**src/rtl/csr_regfile_if.sv**
```systemverilog
// CSR access bus between the execute-stage SYSTEM datapath and the M-mode CSR file.
// Also carries retire/trap/mret events and the registered trap-control outputs.
interface csr_regfile_if #(
    parameter int unsigned DATA_WIDTH = 32
);
    logic [11:0]           csr_raddr_in;
    logic [DATA_WIDTH-1:0] csr_rdata_out;
    logic                  csr_we_in;
    logic [11:0]           csr_waddr_in;
    logic [DATA_WIDTH-1:0] csr_wdata_in;
    logic                  instret_in;
    logic                  trap_valid_in;
    logic [DATA_WIDTH-1:0] trap_pc_in;
    logic [DATA_WIDTH-1:0] trap_cause_in;
    logic                  mret_in;
    logic [DATA_WIDTH-1:0] mtvec_out;
    logic [DATA_WIDTH-1:0] mepc_out;
    logic                  mie_global_out;

    modport master (
        output csr_raddr_in, csr_we_in, csr_waddr_in, csr_wdata_in, instret_in,
        output trap_valid_in, trap_pc_in, trap_cause_in, mret_in,
        input  csr_rdata_out, mtvec_out, mepc_out, mie_global_out
    );

    modport slave (
        input  csr_raddr_in, csr_we_in, csr_waddr_in, csr_wdata_in, instret_in,
        input  trap_valid_in, trap_pc_in, trap_cause_in, mret_in,
        output csr_rdata_out, mtvec_out, mepc_out, mie_global_out
    );
endinterface

```
**src/rtl/csr_regfile.sv**
```systemverilog
// Machine-mode CSR storage for the RV32 core: combinational read port, registered writes,
// cycle/instret counters and trap/mret state updates.
module csr_regfile #(
    parameter int unsigned           DATA_WIDTH  = 32,
    parameter int unsigned           HART_ID     = 0,
    parameter logic [DATA_WIDTH-1:0] MISA_VALUE  = 32'h4000_0100,
    parameter logic [DATA_WIDTH-1:0] MTVEC_RESET = 32'h0000_0000
) (
    input logic          clk_in,
    input logic          reset_n_in,
    csr_regfile_if.slave bus
);
    localparam int unsigned CW = 2 * DATA_WIDTH;

    localparam logic [11:0] AddrMstatus  = 12'h300;
    localparam logic [11:0] AddrMisa     = 12'h301;
    localparam logic [11:0] AddrMie      = 12'h304;
    localparam logic [11:0] AddrMtvec    = 12'h305;
    localparam logic [11:0] AddrMscratch = 12'h340;
    localparam logic [11:0] AddrMepc     = 12'h341;
    localparam logic [11:0] AddrMcause   = 12'h342;
    localparam logic [11:0] AddrMip      = 12'h344;
    localparam logic [11:0] AddrMcycle   = 12'hB00;
    localparam logic [11:0] AddrMcycleh  = 12'hB80;
    localparam logic [11:0] AddrMinstret = 12'hB02;
    localparam logic [11:0] AddrMinstrh  = 12'hB82;
    localparam logic [11:0] AddrCycle    = 12'hC00;
    localparam logic [11:0] AddrCycleh   = 12'hC80;
    localparam logic [11:0] AddrInstret  = 12'hC02;
    localparam logic [11:0] AddrInstreth = 12'hC82;
    localparam logic [11:0] AddrMhartid  = 12'hF14;

    localparam logic [DATA_WIDTH-1:0] MieMask   = DATA_WIDTH'(32'h0000_0888);
    localparam logic [DATA_WIDTH-1:0] AlignMask = {{(DATA_WIDTH-2){1'b1}}, 2'b00};

    logic                  st_mie_q, st_mie_d;
    logic                  st_mpie_q, st_mpie_d;
    logic [DATA_WIDTH-1:0] mie_q, mie_d;
    logic [DATA_WIDTH-1:0] mtvec_q, mtvec_d;
    logic [DATA_WIDTH-1:0] mscratch_q, mscratch_d;
    logic [DATA_WIDTH-1:0] mepc_q, mepc_d;
    logic [DATA_WIDTH-1:0] mcause_q, mcause_d;
    logic [CW-1:0]         mcycle_q, mcycle_d;
    logic [CW-1:0]         minstret_q, minstret_d;

    logic wr_mstatus, wr_mie, wr_mtvec, wr_mscratch, wr_mepc, wr_mcause;
    logic wr_mcycle, wr_mcycleh, wr_minstret, wr_minstreth;

    // Read-only and unmapped addresses decode to no strobe, so those writes vanish.
    always_comb begin
        wr_mstatus   = 1'b0;
        wr_mie       = 1'b0;
        wr_mtvec     = 1'b0;
        wr_mscratch  = 1'b0;
        wr_mepc      = 1'b0;
        wr_mcause    = 1'b0;
        wr_mcycle    = 1'b0;
        wr_mcycleh   = 1'b0;
        wr_minstret  = 1'b0;
        wr_minstreth = 1'b0;
        if (bus.csr_we_in) begin
            case (bus.csr_waddr_in)
                AddrMstatus:  wr_mstatus   = 1'b1;
                AddrMie:      wr_mie       = 1'b1;
                AddrMtvec:    wr_mtvec     = 1'b1;
                AddrMscratch: wr_mscratch  = 1'b1;
                AddrMepc:     wr_mepc      = 1'b1;
                AddrMcause:   wr_mcause    = 1'b1;
                AddrMcycle:   wr_mcycle    = 1'b1;
                AddrMcycleh:  wr_mcycleh   = 1'b1;
                AddrMinstret: wr_minstret  = 1'b1;
                AddrMinstrh:  wr_minstreth = 1'b1;
                default: ;
            endcase
        end
    end

    // Priority: trap over mret over software write for mstatus/mepc/mcause.
    always_comb begin
        st_mie_d  = st_mie_q;
        st_mpie_d = st_mpie_q;
        if (bus.trap_valid_in) begin
            st_mpie_d = st_mie_q;
            st_mie_d  = 1'b0;
        end else if (bus.mret_in) begin
            st_mie_d  = st_mpie_q;
            st_mpie_d = 1'b1;
        end else if (wr_mstatus) begin
            st_mie_d  = bus.csr_wdata_in[3];
            st_mpie_d = bus.csr_wdata_in[7];
        end

        mie_d      = wr_mie      ? (bus.csr_wdata_in & MieMask)   : mie_q;
        mtvec_d    = wr_mtvec    ? (bus.csr_wdata_in & AlignMask) : mtvec_q;
        mscratch_d = wr_mscratch ? bus.csr_wdata_in               : mscratch_q;

        mepc_d   = mepc_q;
        mcause_d = mcause_q;
        if (bus.trap_valid_in) begin
            mepc_d   = bus.trap_pc_in & AlignMask;
            mcause_d = bus.trap_cause_in;
        end else begin
            if (wr_mepc)   mepc_d   = bus.csr_wdata_in & AlignMask;
            if (wr_mcause) mcause_d = bus.csr_wdata_in;
        end

        // A write to either half replaces it and suppresses the whole 64-bit increment.
        if (wr_mcycle)       mcycle_d = {mcycle_q[CW-1:DATA_WIDTH], bus.csr_wdata_in};
        else if (wr_mcycleh) mcycle_d = {bus.csr_wdata_in, mcycle_q[DATA_WIDTH-1:0]};
        else                 mcycle_d = mcycle_q + CW'(1);

        if (wr_minstret)       minstret_d = {minstret_q[CW-1:DATA_WIDTH], bus.csr_wdata_in};
        else if (wr_minstreth) minstret_d = {bus.csr_wdata_in, minstret_q[DATA_WIDTH-1:0]};
        else if (bus.instret_in) minstret_d = minstret_q + CW'(1);
        else                   minstret_d = minstret_q;
    end

    always_ff @(posedge clk_in or negedge reset_n_in) begin
        if (!reset_n_in) begin
            st_mie_q   <= 1'b0;
            st_mpie_q  <= 1'b0;
            mie_q      <= '0;
            mtvec_q    <= MTVEC_RESET & AlignMask;
            mscratch_q <= '0;
            mepc_q     <= '0;
            mcause_q   <= '0;
            mcycle_q   <= '0;
            minstret_q <= '0;
        end else begin
            st_mie_q   <= st_mie_d;
            st_mpie_q  <= st_mpie_d;
            mie_q      <= mie_d;
            mtvec_q    <= mtvec_d;
            mscratch_q <= mscratch_d;
            mepc_q     <= mepc_d;
            mcause_q   <= mcause_d;
            mcycle_q   <= mcycle_d;
            minstret_q <= minstret_d;
        end
    end

    // Reads see only registered state; no bypass from the write port.
    always_comb begin
        bus.csr_rdata_out = '0;
        case (bus.csr_raddr_in)
            AddrMstatus: bus.csr_rdata_out =
                DATA_WIDTH'({19'b0, 2'b11, 3'b0, st_mpie_q, 3'b0, st_mie_q, 3'b0});
            AddrMisa:                 bus.csr_rdata_out = MISA_VALUE;
            AddrMie:                  bus.csr_rdata_out = mie_q;
            AddrMtvec:                bus.csr_rdata_out = mtvec_q;
            AddrMscratch:             bus.csr_rdata_out = mscratch_q;
            AddrMepc:                 bus.csr_rdata_out = mepc_q;
            AddrMcause:               bus.csr_rdata_out = mcause_q;
            AddrMip:                  bus.csr_rdata_out = '0;
            AddrMcycle, AddrCycle:    bus.csr_rdata_out = mcycle_q[DATA_WIDTH-1:0];
            AddrMcycleh, AddrCycleh:  bus.csr_rdata_out = mcycle_q[CW-1:DATA_WIDTH];
            AddrMinstret, AddrInstret: bus.csr_rdata_out = minstret_q[DATA_WIDTH-1:0];
            AddrMinstrh, AddrInstreth: bus.csr_rdata_out = minstret_q[CW-1:DATA_WIDTH];
            AddrMhartid:              bus.csr_rdata_out = DATA_WIDTH'(HART_ID);
            default:                  bus.csr_rdata_out = '0;
        endcase
    end

    assign bus.mtvec_out      = mtvec_q;
    assign bus.mepc_out       = mepc_q;
    assign bus.mie_global_out = st_mie_q;
endmodule

```
**src/flat_wrapper.sv**
```systemverilog
// flat-port wrapper written by rule: the top's interface ports become plain ports
module csr_regfile_flat 
#(
    parameter int unsigned           DATA_WIDTH  = 32,
    parameter int unsigned           HART_ID     = 0,
    parameter logic [DATA_WIDTH-1:0] MISA_VALUE  = 32'h4000_0100,
    parameter logic [DATA_WIDTH-1:0] MTVEC_RESET = 32'h0000_0000
)
  (clk_in, reset_n_in, bus_csr_raddr_in, bus_csr_we_in, bus_csr_waddr_in, bus_csr_wdata_in, bus_instret_in, bus_trap_valid_in, bus_trap_pc_in, bus_trap_cause_in, bus_mret_in, bus_csr_rdata_out, bus_mtvec_out, bus_mepc_out, bus_mie_global_out);
  csr_regfile_if #(.DATA_WIDTH(DATA_WIDTH)) bus_i ();
  input logic clk_in;
  input logic reset_n_in;
  input wire logic [$bits(bus_i.csr_raddr_in)-1:0] bus_csr_raddr_in;
  input wire logic [$bits(bus_i.csr_we_in)-1:0] bus_csr_we_in;
  input wire logic [$bits(bus_i.csr_waddr_in)-1:0] bus_csr_waddr_in;
  input wire logic [$bits(bus_i.csr_wdata_in)-1:0] bus_csr_wdata_in;
  input wire logic [$bits(bus_i.instret_in)-1:0] bus_instret_in;
  input wire logic [$bits(bus_i.trap_valid_in)-1:0] bus_trap_valid_in;
  input wire logic [$bits(bus_i.trap_pc_in)-1:0] bus_trap_pc_in;
  input wire logic [$bits(bus_i.trap_cause_in)-1:0] bus_trap_cause_in;
  input wire logic [$bits(bus_i.mret_in)-1:0] bus_mret_in;
  output wire logic [$bits(bus_i.csr_rdata_out)-1:0] bus_csr_rdata_out;
  output wire logic [$bits(bus_i.mtvec_out)-1:0] bus_mtvec_out;
  output wire logic [$bits(bus_i.mepc_out)-1:0] bus_mepc_out;
  output wire logic [$bits(bus_i.mie_global_out)-1:0] bus_mie_global_out;
  assign bus_i.csr_raddr_in = bus_csr_raddr_in;
  assign bus_i.csr_we_in = bus_csr_we_in;
  assign bus_i.csr_waddr_in = bus_csr_waddr_in;
  assign bus_i.csr_wdata_in = bus_csr_wdata_in;
  assign bus_i.instret_in = bus_instret_in;
  assign bus_i.trap_valid_in = bus_trap_valid_in;
  assign bus_i.trap_pc_in = bus_trap_pc_in;
  assign bus_i.trap_cause_in = bus_trap_cause_in;
  assign bus_i.mret_in = bus_mret_in;
  assign bus_csr_rdata_out = bus_i.csr_rdata_out;
  assign bus_mtvec_out = bus_i.mtvec_out;
  assign bus_mepc_out = bus_i.mepc_out;
  assign bus_mie_global_out = bus_i.mie_global_out;
  csr_regfile #(.DATA_WIDTH(DATA_WIDTH), .HART_ID(HART_ID), .MISA_VALUE(MISA_VALUE), .MTVEC_RESET(MTVEC_RESET)) u_core (.clk_in(clk_in), .reset_n_in(reset_n_in), .bus(bus_i));
endmodule
```
**config.mk**
```make
export PLATFORM = sky130hd
export DESIGN_NAME = csr_regfile_flat
export DESIGN_NICKNAME = d
export VERILOG_FILES = /design/src/rtl/csr_regfile_if.sv /design/src/rtl/csr_regfile.sv /design/src/flat_wrapper.sv
export SDC_FILE = /design/constraint.sdc
export NUM_CORES = 1
export LEC_CHECK = 0
export CORE_ASPECT_RATIO = 0.8
export CORE_MARGIN = 1
export CORE_UTILIZATION = 25
export CTS_CLUSTER_SIZE = 14
export DETAILED_ROUTE_END_ITERATION = 10
export PLACE_DENSITY_LB_ADDON = 0.05
export SETUP_SLACK_MARGIN = 0.1
export SYNTH_ARGS = -nofsm -noshare
export SYNTH_HDL_FRONTEND = slang
export SYNTH_SLANG_ARGS = --single-unit
```
**constraint.sdc**
```tcl
create_clock -name clk_in -period 8.2 [get_ports clk_in]
set_input_delay 2.46 -clock clk_in [delete_from_list [all_inputs] [get_ports clk_in]]
set_output_delay 2.46 -clock clk_in [all_outputs]
set_load 0.01 [all_outputs]
```
# Word level (Yosys, flattened, before mapping)
# Index checks and enable logic that the tools add are counted.
# Widths: inputs -> output; s select.
[word_totals]
regBits = 259
in_bits = 126
out_inout_bits = 97
wordCells = 88
[op_classes]
add_sub_neg = 2
n_eq_ne = 27
n_mux = 36
bitwise_logic = 1
reduce_logical = 11
[ops]
columns = ["cell", "n"]
rows = [
  ["$pmux 32 s11", 1],
  ["$mux 32", 6],
  ["$mux 64", 3],
  ["$eq 12x10->1 const B", 13],
  ["$eq 12x12->1 const B", 12],
  ["$add 64x1->64 const B", 2],
  ["$mux 1", 26],
  ["$reduce_bool 2->1", 4],
  ["$reduce_or 2->1", 4],
  ["$ne 2x1->1 const B", 2],
  ["$reduce_and 2->1", 2],
  ["$reduce_bool 3->1", 1],
  ["$not 1->1", 1],
]

# Depth between registers and ports, before layout
[depth]
word_depth = 6
depth_mapped = 8
ltp_nobuf = 7

# Least setup slack after synthesis
# OpenSTA, ideal clock, no wires.
[synth_timing]
kind = "in2out"
start = "input bus_csr_raddr_in[1]"
end = "output bus_csr_rdata_out[7]"
arrival_ps = 4399
required_ps = 5740
slack_ps = 1341
cell_stages = 7
n_path_buf = 2
path_cell_list = "clkbuf_1 nor2b_1 nor3b_1 nor3b_1 clkbuf_1 a222oi_1 nand3_1"
[synth_via]
elab_chain_cells = 3
word_cells_on_any_way = 20
[synth_lines]
columns = ["item", "line_no", "rtl"]
rows = [
  ["from (decl)", "flat_wrapper.sv:13", "input wire logic [$bits(bus_i.csr_raddr_in)-1:0] bus_csr_raddr_in;"],
  ["$eq 12x12->1", "csr_regfile.sv:145", "case (bus.csr_raddr_in)"],
  ["$reduce_or 2->1", "csr_regfile.sv:145", ""],
  ["$pmux 32 s11 *", "csr_regfile.sv:145", ""],
  ["to (decl)", "flat_wrapper.sv:22", "output wire logic [$bits(bus_i.csr_rdata_out)-1:0] bus_csr_rdata_out;"],
]
# Every way passes the cells marked *; elsewhere a longest branch is shown, timed or not.

# Final worst setup path
[layout_timing]
start = "input bus_csr_raddr_in[10]"
end = "output bus_csr_rdata_out[30]"
# Same word-level chain as after synthesis.

==> results.txt <==
status = finished, final reports clean
Post-Route WL = 71.04 mm
Placed Cells = 2530
Die ar. = 60760 µm²
HPWL Detailed = 51.51 mm
most frequent cells in the layout = dfrtp_1 (257), clkdlybuf4s50_1 (213), nand2_1 (191), nor2_1 (142), o21ai_0 (126)
Synth Instances = 1644
DRT Pass-1 Iters = 9
RSZ-0062 raised after global routing = no
top post-synthesis cells by area = dfrtp_1 (43%), mux2i_1 (5.6%), mux2_2 (5.0%)
period utilization = 0.9644
Post-Syn Area = 14940 µm²
Top-Level Pins = 223
asr flop ratio synth = 1.000
vias in the first global route = 13833
Initial Util = 0.2549
detailed-route via count = 14179
endpoints failing hold = 0
Final Max Tran Viols = 0
Cell variety after synth = 67
initial antenna violation count = 2
CTS tree = yes
Via density = 5.475
Crit-path slowest cell = clkdlybuf4s50_1
largest net degree at the start of global routing = 154
worst hold path class = flop to flop
Finished Layout Cells = 2590
#FFs+latches synth = 257
number of synthesized flops with an enable pin = 0
antenna-violating nets left = 0
Critical Path Sink Type = output port
Clk pin slew, worst setup/hold paths = 0.06 ns
DRT iter0 DRCs = 1462
# DRC = 0
commonest non-fill, non-tap cell in the layout = dfrtp_1
Die Span Y = 220.7 µm
Area Overhead vs Synth = 27.97%
overall power = 0.003423 W
fin area = 19120 µm²
Synth Flop Type = dfrtp_1
postcts setup bufs = 0
filler instances = 6123
grt total ovfl = 0
nets = 1925
min Tclk post-route = 7.908 ns
max-cap viol count = 0
Crit Path Class = primary input to output port
layout cell share with drive strength beyond 1 = 0.1093
Yosys top cell area share = 0.4304
Rel. slew slack = 0.1853
Worst Path Buf+Inv = 4
H-tree depth = 2
Final Skew = 0.01767 ns
Num CTS Buffers = 34
dpl cell area = 17940 µm²
GPL Wtd Cong = 0.8835
input/output buffers = 216
Worst Path Max Fanout = 17
CTS root buffer = clkbuf_16
worst endpoint data arrival time = 5.45 ns
first-pass GRT wire length = 102.1 mm
core area = 58620 µm²
mean post-synth cell area = 9.089 µm²
Site Rows = 79
YS warnings = 0
LEAKAGE = 7.493 nW
number of clock sinks = 257
Clock Path Buffers = 3
Crit path required time = 5.74 ns
sequential element share of the synthesized area = 0.4304
cell family with most CP delay = buffers and inverters
die width = 275.3 µm
Largest stage delay, worst path = 0.58 ns
cell accounting for the most synthesized area = dfrtp_1
total track usage = 0.2332
Fmax achieved = 126.5 MHz
maximum vdd drop = 0.00009858 V
critical path, cell by cell = clkdlybuf4s50_1, or3b_2, o21ai_0, nand3_2, nor3_2, buf_12, buf_4, a22oi_1, nand3_1, clkdlybuf4s50_1
most used cell, CP = clkdlybuf4s50_1
PwrDens = 179.0 nW/µm²
clk_lat worst skew = 0.55 ns
endpoints failing setup = 0
critical path startpoint category = primary input
drt wl/cell = 27.43 µm
WHS = 0.5026 ns
Worst-Margin Slew = 1.213 ns
setup_tns = 0 ns
[cells in the mapped netlist (18+ instances only)]
cell type and n:
clkbuf_1 118, a222oi_1 59, nor2_1 142, mux2i_1 84, nand2_1 191, a21oi_1 94, xnor2_1 51, nand3_1 63
inv_1 20, nand3b_1 18, nor4_1 31, dfrtp_1 257, nor3_1 40, o21ai_0 126, mux2_2 66, and3_1 32
xor2_1 29, nand4_1 50
[registers in the layout, summed over array words and instances (netlist names)]
name and cells:
u_core.mcycle_q 64, u_core.mcause_q 32, u_core.bus.mepc_out 30, u_core.bus.mtvec_out 30
u_core.minstret_q 64, u_core.mie_q 3, u_core.st_mpie_q 1, u_core.mscratch_q 32
u_core.bus.mie_global_out 1
[timing repair]
item | CTS | global route
setup endpoints to repair | 0 | 3
hold buffers | 0 | 0
resized for setup | 0 | 2
[report_power, final]
part,internal (W),switching (W),leakage [nW]
sequential,0.00134,0.000106,3.26
combinational,0.000164,0.000209,3.65
clock,0.000973,0.000629,0.578
total,0.00248,0.000944,7.49
[worst paths after layout]
kind | startpoint | end | slack, ns | depth (start not counted)
worst min register to register | u_core.mscratch_q[11]$_DFFE_PN0P_ | u_core.mscratch_q[11]$_DFFE_PN0P_ | 0.50 | 1
max in group asynchronous | reset_n_in | u_core.mcycle_q[35]$_DFFE_PN0N_ | 4.80 | 2
worst max register to register | u_core.mcycle_q[19]$_DFFE_PN0P_ | u_core.mcycle_q[60]$_DFFE_PN0N_ | 4.32 | 6
worst min-delay path | u_core.mscratch_q[11]$_DFFE_PN0P_ | u_core.mscratch_q[11]$_DFFE_PN0P_ | 0.50 | 1
min in group asynchronous | reset_n_in | u_core.bus.mepc_out[27]$_DFFE_PN0P_ | 1.92 | 1
worst max-delay path | bus_csr_raddr_in[10] | bus_csr_rdata_out[30] | 0.29 | 10
[metal layers]
| metal | up-vias | GRT usage | routed length [µm] |
|---|---|---|---|
| li1 | 6388 | - | - |
| met1 | 7220 | 0.3495 | 34770 |
| met2 | 498 | 0.3451 | 30330 |
| met3 | 73 | 0.03820 | 4619 |
| met4 | 0 | 0.05506 | 1318 |
| met5 | - | 0 | 0 |
[metrics by stage]
stage | utilization | setup slack [ns]
floorplan | - | 1.341
global placement | 0.3061 | 0.2467
detailed placement | 0.3061 | 0.2467
CTS | 0.3260 | 0.2202
global route | 0.3262 | 0.1729
finish | 0.3262 | 0.2919
[kinds of logic after synthesis]
family,Yosys count,synth area share
compound gates,353,0.1536
fa+ha+maj,2,0.001674
other cells,1,0.0002510
buf+inv,158,0.04296
simple gates,643,0.2182
mux,150,0.1060
flops,257,0.4304
xor+xnor,80,0.04689
[final cells by class]
type | instances | area [µm²] | area share
antenna | 1 | 2.502 | 0.0001309
clock buffer | 50 | 1042 | 0.05451
clock inverter | 9 | 126.4 | 0.006609
inverter | 20 | 75.07 | 0.003926
multi-input combinational | 1232 | 7964 | 0.4165
sequential | 257 | 6431 | 0.3363
tap | 769 | 962.2 | 0.05032
timing repair buffer | 252 | 2517 | 0.1317
(Power assumes the default switching activity.)
